[src/rtl/load_store_unit.sv]
// load_store_unit
//   RV32I load/store unit between a CPU pipeline and a simple word bus.
//   One request is accepted at a time in IDLE. A legal, aligned request makes
//   one bus access in ACCESS. An illegal or misaligned request goes straight
//   to RESP with an error flag and makes no bus access.
//
// Handshakes:
//   req_valid/req_ready : a request is taken on a rising edge where both are 1.
//                         req_ready is 1 only in IDLE.
//                         req_valid seen in any other state is dropped, not queued.
//   mem_req/mem_ack     : mem_req and the mem_* qualifiers stay stable until the
//                         cycle in which mem_ack=1, which completes the access.
//                         mem_rdata is sampled in that same cycle.
//                         mem_ack seen outside ACCESS is ignored.
//   resp_valid          : a one-cycle pulse with no back-pressure. resp_rdata,
//                         resp_misaligned and resp_fault keep their values
//                         between pulses.
//
// Ports:
//   clk, reset                    clock, async active-high reset
//   req_valid/ready/write/funct3/addr/wdata   CPU request side
//   resp_valid/rdata/misaligned/fault         CPU response side
//   mem_req/we/addr/be/wdata, mem_ack/rdata   bus side
//   dbg_state                     current FSM state (0 IDLE, 1 ACCESS, 2 RESP)
//
// Optional feature:
//   LSU_TIMEOUT_EN - when defined, an ACCESS with no mem_ack for TIMEOUT_CYCLES
//                    cycles is abandoned and reported as a fault.
module load_store_unit #(
  parameter int ADDR_WIDTH     = 32,
  parameter int DATA_WIDTH     = 32,
  parameter int TIMEOUT_CYCLES = 16
) (
  input  logic                  clk,
  input  logic                  reset,
  input  logic                  req_valid,
  output logic                  req_ready,
  input  logic                  req_write,
  input  logic [2:0]            req_funct3,
  input  logic [ADDR_WIDTH-1:0] req_addr,
  input  logic [DATA_WIDTH-1:0] req_wdata,
  output logic                  resp_valid,
  output logic [DATA_WIDTH-1:0] resp_rdata,
  output logic                  resp_misaligned,
  output logic                  resp_fault,
  output logic                  mem_req,
  output logic                  mem_we,
  output logic [ADDR_WIDTH-1:0] mem_addr,
  output logic [3:0]            mem_be,
  output logic [DATA_WIDTH-1:0] mem_wdata,
  input  logic                  mem_ack,
  input  logic [DATA_WIDTH-1:0] mem_rdata,
  output logic [1:0]            dbg_state
);

  if (DATA_WIDTH != 32) begin : g_bad_data_width
    $error("load_store_unit supports DATA_WIDTH=32 only");
  end
  if (TIMEOUT_CYCLES < 2 || TIMEOUT_CYCLES > 255) begin : g_bad_timeout
    $error("load_store_unit TIMEOUT_CYCLES must be 2..255");
  end

  localparam logic [1:0] S_IDLE   = 2'd0;
  localparam logic [1:0] S_ACCESS = 2'd1;
  localparam logic [1:0] S_RESP   = 2'd2;

  logic [1:0]            state_q, state_d;
  logic [2:0]            f3_q, f3_d;
  logic                  write_q, write_d;
  logic [1:0]            off_q, off_d;
  logic                  mem_req_q, mem_req_d;
  logic                  mem_we_q, mem_we_d;
  logic [ADDR_WIDTH-1:0] mem_addr_q, mem_addr_d;
  logic [3:0]            mem_be_q, mem_be_d;
  logic [DATA_WIDTH-1:0] mem_wdata_q, mem_wdata_d;
  logic                  resp_valid_q, resp_valid_d;
  logic [DATA_WIDTH-1:0] resp_rdata_q, resp_rdata_d;
  logic                  resp_mis_q, resp_mis_d;
  logic                  resp_fault_q, resp_fault_d;
`ifdef LSU_TIMEOUT_EN
  logic [7:0]            cnt_q, cnt_d;
`endif

  // Request decode, evaluated combinationally on the incoming request.
  logic                  req_legal;
  logic                  req_misaligned;
  logic [3:0]            st_be;
  logic [DATA_WIDTH-1:0] st_wdata;
  // Load data extraction, evaluated on the latched request.
  logic [DATA_WIDTH-1:0] ld_shifted;
  logic [DATA_WIDTH-1:0] ld_ext;

  always_comb begin
    req_legal = req_write ? (req_funct3 inside {3'b000, 3'b001, 3'b010})
                          : (req_funct3 inside {3'b000, 3'b001, 3'b010, 3'b100, 3'b101});
    req_misaligned = ((req_funct3[1:0] == 2'b01) && req_addr[0]) ||
                     ((req_funct3[1:0] == 2'b10) && (req_addr[1:0] != 2'b00));
    // Store lanes: the data is replicated across the lanes, so the bus sees
    // the right byte or half in every lane that mem_be selects.
    case (req_funct3[1:0])
      2'b00: begin
        st_be    = 4'b0001 << req_addr[1:0];
        st_wdata = {4{req_wdata[7:0]}};
      end
      2'b01: begin
        st_be    = 4'b0011 << req_addr[1:0];
        st_wdata = {2{req_wdata[15:0]}};
      end
      default: begin
        st_be    = 4'b1111;
        st_wdata = req_wdata;
      end
    endcase
  end

  always_comb begin
    ld_shifted = mem_rdata >> {off_q, 3'b000};
    case (f3_q)
      3'b000:  ld_ext = {{24{ld_shifted[7]}}, ld_shifted[7:0]};
      3'b001:  ld_ext = {{16{ld_shifted[15]}}, ld_shifted[15:0]};
      3'b100:  ld_ext = {24'd0, ld_shifted[7:0]};
      3'b101:  ld_ext = {16'd0, ld_shifted[15:0]};
      default: ld_ext = mem_rdata;
    endcase
  end

  always_comb begin
    state_d      = state_q;
    f3_d         = f3_q;
    write_d      = write_q;
    off_d        = off_q;
    mem_req_d    = mem_req_q;
    mem_we_d     = mem_we_q;
    mem_addr_d   = mem_addr_q;
    mem_be_d     = mem_be_q;
    mem_wdata_d  = mem_wdata_q;
    resp_valid_d = 1'b0;
    resp_rdata_d = resp_rdata_q;
    resp_mis_d   = resp_mis_q;
    resp_fault_d = resp_fault_q;
`ifdef LSU_TIMEOUT_EN
    cnt_d        = 8'd0;
`endif
    case (state_q)
      S_IDLE: begin
        if (req_valid) begin
          f3_d    = req_funct3;
          write_d = req_write;
          off_d   = req_addr[1:0];
          if (!req_legal || req_misaligned) begin
            // An illegal code takes priority over misalignment.
            state_d      = S_RESP;
            resp_valid_d = 1'b1;
            resp_rdata_d = '0;
            resp_fault_d = !req_legal;
            resp_mis_d   = req_legal;
          end else begin
            state_d     = S_ACCESS;
            mem_req_d   = 1'b1;
            mem_we_d    = req_write;
            mem_addr_d  = {req_addr[ADDR_WIDTH-1:2], 2'b00};
            mem_be_d    = req_write ? st_be : 4'b1111;
            mem_wdata_d = req_write ? st_wdata : '0;
          end
        end
      end
      S_ACCESS: begin
        if (mem_ack) begin
          state_d      = S_RESP;
          mem_req_d    = 1'b0;
          mem_we_d     = 1'b0;
          resp_valid_d = 1'b1;
          resp_rdata_d = write_q ? '0 : ld_ext;
          resp_mis_d   = 1'b0;
          resp_fault_d = 1'b0;
        end
`ifdef LSU_TIMEOUT_EN
        // cnt_q counts the ACCESS cycles already spent without an ack.
        else if (cnt_q == 8'(TIMEOUT_CYCLES - 1)) begin
          state_d      = S_RESP;
          mem_req_d    = 1'b0;
          mem_we_d     = 1'b0;
          resp_valid_d = 1'b1;
          resp_rdata_d = '0;
          resp_mis_d   = 1'b0;
          resp_fault_d = 1'b1;
        end else begin
          cnt_d = cnt_q + 8'd1;
        end
`endif
      end
      S_RESP: begin
        state_d = S_IDLE;
      end
      default: begin
        state_d   = S_IDLE;
        mem_req_d = 1'b0;
        mem_we_d  = 1'b0;
      end
    endcase
  end

  always_ff @(posedge clk or posedge reset) begin
    if (reset) begin
      state_q      <= S_IDLE;
      f3_q         <= 3'd0;
      write_q      <= 1'b0;
      off_q        <= 2'd0;
      mem_req_q    <= 1'b0;
      mem_we_q     <= 1'b0;
      mem_addr_q   <= '0;
      mem_be_q     <= 4'b0000;
      mem_wdata_q  <= '0;
      resp_valid_q <= 1'b0;
      resp_rdata_q <= '0;
      resp_mis_q   <= 1'b0;
      resp_fault_q <= 1'b0;
    end else begin
      state_q      <= state_d;
      f3_q         <= f3_d;
      write_q      <= write_d;
      off_q        <= off_d;
      mem_req_q    <= mem_req_d;
      mem_we_q     <= mem_we_d;
      mem_addr_q   <= mem_addr_d;
      mem_be_q     <= mem_be_d;
      mem_wdata_q  <= mem_wdata_d;
      resp_valid_q <= resp_valid_d;
      resp_rdata_q <= resp_rdata_d;
      resp_mis_q   <= resp_mis_d;
      resp_fault_q <= resp_fault_d;
    end
  end

`ifdef LSU_TIMEOUT_EN
  always_ff @(posedge clk or posedge reset) begin
    if (reset) cnt_q <= 8'd0;
    else       cnt_q <= cnt_d;
  end
`endif

  assign req_ready       = (state_q == S_IDLE);
  assign resp_valid      = resp_valid_q;
  assign resp_rdata      = resp_rdata_q;
  assign resp_misaligned = resp_mis_q;
  assign resp_fault      = resp_fault_q;
  assign mem_req         = mem_req_q;
  assign mem_we          = mem_we_q;
  assign mem_addr        = mem_addr_q;
  assign mem_be          = mem_be_q;
  assign mem_wdata       = mem_wdata_q;
  assign dbg_state       = state_q;

endmodule
[config.mk]
export PLATFORM = sky130hd
export DESIGN_NAME = load_store_unit
export DESIGN_NICKNAME = d
export VERILOG_FILES = /design/src/rtl/load_store_unit.sv
export SDC_FILE = /design/constraint.sdc
export NUM_CORES = 1
export LEC_CHECK = 0
export CAP_MARGIN = 10
export CORE_UTILIZATION = 52
export DETAILED_ROUTE_END_ITERATION = 8
export DONT_BUFFER_PORTS = 1
export MAX_ROUTING_LAYER = met4
export PLACE_DENSITY = 0.7
export SYNTH_ARGS = -nofsm -noshare
export SYNTH_HDL_FRONTEND = slang
export SYNTH_SLANG_ARGS = --single-unit
[constraint.sdc]
create_clock -name clk -period 3.62 [get_ports clk]
set_clock_uncertainty 0.05 [all_clocks]
set_input_delay 0.724 -clock clk [delete_from_list [all_inputs] [get_ports clk]]
set_output_delay 0.724 -clock clk [all_outputs]
set_load 0.02 [all_outputs]
# After elaboration in Yosys (flattened, before gate mapping)
# Index checks and enable logic that the tools add are counted.
# totals
out_inout_bits	108
reg_bits	111
input_bits	104
# op_classes
n_bitwise	2
muxes	32
n_eq_ne	15
shift	3
n_reduce_logical	18
# ops
op	count
two-way mux 32 bit	5
one-hot mux 32 bit (2 select lines)	2
one-hot mux 32 bit (4 select lines)	1
right shift 32 x 5 -> 16 bit	1
two-way mux 1 bit	13
== test 3 bit (second input constant)	4
one-hot mux 4 bit (2 select lines)	1
AND reduction 4 bit	2
== test 3 x 1 -> 1 bit (second input constant)	2
zero test 3 bit	2
two-way mux 2 bit	3
!= test 2 bit (second input constant)	3
one-hot mux 1 bit (2 select lines)	3
one-hot mux 1 bit (3 select lines)	2
nonzero test 5 bit	1
== test 2 x 1 -> 1 bit (second input constant)	2
== test 2 bit (second input constant)	2
zero test 2 bit	2
two-way mux 4 bit	1
one-hot mux 2 bit (2 select lines)	1
AND reduction 2 bit	2
nonzero test 2 bit	2
left shift 1 x 2 -> 4 bit (first input constant)	1
left shift 2 x 2 -> 4 bit (first input constant)	1
8 further kinds	11

# Depth between registers and ports, before layout
# depth
word_depth	8
depth_mapped	7
depth_no_buf	4

# Least setup slack after synthesis
# No wires, ideal clock.
# synth_timing
path_type	input-to-reg
from	input req_valid
to	register resp_rdata_q[16] (netlist: resp_rdata[16])
setup_ns	0.126
t_required_ns	3.444
cell_stages	4
path_buffers	1
t_arrival_ns	1.912
slack_ns	1.532
cell_sequence	or3b_4 > o31a_1 > buf_4 > a221o_1
# synth_between
elab_chain_cells	2
# synth_lines
element	line	source
start, declared	36	input logic req_valid,
!= test 2 bit (no source line)	-	
AND reduction 4 bit (no source line)	-	
end signal, assigned	229	resp_rdata_q <= resp_rdata_d;
end, declared	77	logic [DATA_WIDTH-1:0] resp_rdata_q, resp_rdata_d;
# No other way between the ends.
# A chain may end at the register's enable or synchronous reset.

# Final worst setup path
# layout_timing
from	register state_q[0] (netlist: dbg_state[0])
to	register resp_rdata_q[30] (netlist: resp_rdata[30])
# layout_between
elab_chain_cells	3
elab_cells_between_ends	8
classes_between	eq/ne: 4; mux: 1; reduce/logical: 3
# layout_lines
element	line	source
start, declared	67	logic [1:0] state_q, state_d;
start signal, assigned	219	state_q <= state_d;
== test 2 x 1 -> 1 bit / zero test 2 bit (equally long branches)	144	case (state_q)
!= test 2 bit (no source line), or another cell as far along	-	
AND reduction 4 bit (no source line)	-	
# Several ways; a longest one is shown, not always the timed one.

==> flow_metrics.tcl <==
set metrics [dict create \
    status "finished, final reports clean" \
    startpoint_type "flop" \
    fill_cells 832 \
    firstDrtPassIters 4 \
    drc_errors 0 \
    yosys_most_used_dff "dfrtp_1" \
    ys_ff_latch 111 \
    crit_type "reg -> reg" \
    antenna_found_initial 0 \
    num_vias 3595 \
    port_buffers 0 \
    worstPathArrival_ps 2540 \
    hold_path.class "in -> async" \
    p_switching_w 0.00145 \
    ys_warn_count 0 \
    clk_pin_slew_worst_paths_ps 110 \
    syn_avg_cell_area_sq_um 10.9 \
    post_cts_resize_count 0 \
    syn-cell-area_sq_mm 0.00523 \
    diodes 0 \
    syn2layout_area_growth_pct 4.91 \
    cts_tree "yes" \
    gp_congestion 0.831 \
    r2r_cells 3 \
    rsz0062_at_grt "no" \
    cts-root-buf "clkbuf_8" \
    combPwrFrac_pct 17.6 \
    r2r_end "resp_rdata[30]" \
    power_leakage_nw 2.49 \
    crit_path_end_kind "flop" \
    synth.distinct_cells 50 \
    die_x_um 102 \
    seq_area_frac_synth_pct 53.1 \
    grt_max_degree 68 \
    rows 36 \
    worst_slack_ps 1330 \
    synthArstFlopShare_pct 100 \
    intPower_w 0.00227 \
    clock_path_buffers 2 \
    start_util_pct 53.5 \
    cp_data_required_time_ps 3870 \
    seqCellArea_sq_mm 0.00278 \
    finalWirelength_um 12400 \
    clk_latency_ps 370 \
    grt_pass1_vias 3512 \
    setup_viol 0 \
    drtIter0Drc 202 \
    netSwitchingFraction_pct 39.0 \
    cp_max_fo 23 \
    dp_hpwl_um 9070 \
    cts_buffers 9 \
    core_sq_mm 0.00977 \
    p_per_area_mw_per_mm2 679 \
    track_usage_pct 24.4 \
    grt-ovfl-total 0 \
    final.period_utilization_pct 63.2 \
    cap_violations 0 \
    slew_headroom_pct 37.4 \
    h-tree-depth 3 \
    grt_pass1_wl_um 18500 \
    clkPwrFrac_pct 22.0 \
    synth-edff-count 0 \
    cts.sinks 111 \
    viasPerCell 6.04 \
    hold-worst-slack_ps 359 \
    min_period_ps 2290 \
    final_hold_viol_count 0 \
    io_pins 212 \
    maxSlewViolCount 0 \
    dp_slack_ps 1300 \
    postCtsHoldBufs 0 \
    nets 561 \
    worst_pin_slew_ps 937 \
    synth_cells 478 \
    multi_input_comb_area_sq_mm 0.00219 \
    dieArea_sq_mm 0.0105 \
    die_h_um 102 \
    wl_per_cell_um 20.9 \
    rr_startpoint "dbg_state[0]" \
    cts_setup_buffers 0 \
    fmax_mhz 437 \
    rrSetupSlack_ps 1330 \
    setup_tns_ps 0 \
    vdd.ir_drop.worst_uv 337 \
    power.share.sequential_pct 60.4 \
    postRouteAntennaNets 0 \
    drive_above_1_share_pct 8.66 \
]
## flip-flops by register name (all words and copies together) (netlist names), 2 cells and up
| register | count |
|---|---|
| mem_wdata | 32 |
| mem_be | 4 |
| resp_rdata | 32 |
| off_q | 2 |
| mem_addr | 30 |
| f3_q | 3 |
| dbg_state | 2 |
## placed cells by master (no fill, tap or decap), types with 2 or more instances in the layout
| cell | n |
|---|---|
| a21o_1 | 2 |
| a21oi_1 | 5 |
| a221o_1 | 16 |
| a311oi_1 | 6 |
| buf_4 | 5 |
| bufinv_16 | 2 |
| clkbuf_8 | 9 |
| clkinv_2 | 2 |
| clkinvlp_4 | 2 |
| conb_1 | 2 |
| dfrtp_1 | 111 |
| inv_1 | 14 |
| inv_2 | 3 |
| inv_6 | 2 |
| mux2_1 | 31 |
| mux2_2 | 5 |
| mux2i_1 | 34 |
| nand2_1 | 82 |
| nand2b_1 | 7 |
| nand3_1 | 3 |
| nand3b_1 | 2 |
| nand4_1 | 7 |
| nor2_1 | 12 |
| nor3b_1 | 2 |
| o211ai_1 | 8 |
| o21ai_0 | 9 |
| o21ai_1 | 27 |
| o21ai_4 | 2 |
| o22ai_1 | 6 |
| o2bb2ai_1 | 7 |
| o31ai_1 | 16 |
## metal layers
layer	GRT usage (%)	up-vias	routed length [um]
met5	-	-	0
met4	7.25	0	106
li1	-	1663	-
met3	7.11	9	1200
met2	39.6	161	6190
met1	29.4	1762	4920
## power by group through the flow
stage | logic (W) | registers [W] | clock network [W]
2_1_floorplan | 0.000596 | 0.00218 | 0
3_3_place_gp | 0.000633 | 0.00227 | 0
3_5_place_dp | 0.000667 | 0.00228 | 0
4_1_cts | 0.000663 | 0.00226 | 0.000841
5_1_grt | 0.000742 | 0.00230 | 0.000890
6_report | 0.000655 | 0.00225 | 0.000818
## final cells by class
type	instances	area share [%]
clock inverter	7	1.73
inverter	19	1.37
tap	133	3.03
clock buffer	9	2.26
multi-input combinational	310	39.9
sequential	111	50.7
timing repair buffer	6	1.05
## kinds of logic after synthesis
group,synth area share (%)
AO/OA/AOI/OAI,15.7
multiplexers,14.7
AND/OR/NAND/NOR,11.1
other,0.0717
buffers and inverters,5.29
flip-flops,53.1
## cell usage after synthesis, drive strengths merged, types with 2 or more instances
cell type | count | area share, %
nand2b | 7 | 0.84
o22ai | 6 | 0.72
nand3 | 3 | 0.29
o2bb2ai | 7 | 1.2
nor3b | 3 | 0.53
a311oi | 6 | 1.0
dfrtp | 111 | 53
clkbuf | 16 | 1.1
inv | 18 | 1.3
o211ai | 8 | 1.1
a21oi | 5 | 0.48
nor2 | 12 | 0.86
a221o | 16 | 3.1
nand2 | 82 | 5.9
mux2 | 36 | 7.8
nand3b | 2 | 0.29
o21ai | 38 | 3.9
o31ai | 17 | 2.5
mux2i | 34 | 6.5
nand4 | 7 | 0.84
buf | 23 | 2.8
a21o | 2 | 0.29
## worst max-delay path, stage by stage, from the launching register on
cell and delay [ps]:
dfrtp_1 670, and4bb_2 500, and2_1 720, a221o_1 280
## how the worst max path moves through the flow
stage                endpoint  depth (start not counted)         start
6_report       resp_rdata[30]                          3  dbg_state[0]
5_1_grt        resp_rdata[14]                          4  dbg_state[0]
4_1_cts        resp_rdata[30]                          3  dbg_state[0]
3_5_place_dp     mem_addr[29]                          4   req_addr[1]
3_3_place_gp     mem_addr[27]                          4   req_addr[1]
2_1_floorplan    dbg_state[0]                          1         reset
## metrics by stage
step | utilization [%] | std cells | cell area, sq um | power [W]
2_1_floorplan | - | 479 | 5240 | 0.00277
3_3_place_gp | 53.9 | 579 | 5270 | 0.00290
3_5_place_dp | 53.9 | 579 | 5270 | 0.00295
4_1_cts | 56.1 | 595 | 5480 | 0.00376
5_1_grt | 56.1 | 595 | 5480 | 0.00393
6_report | 56.1 | 595 | 5480 | 0.00372
(Power assumes the default switching activity.)
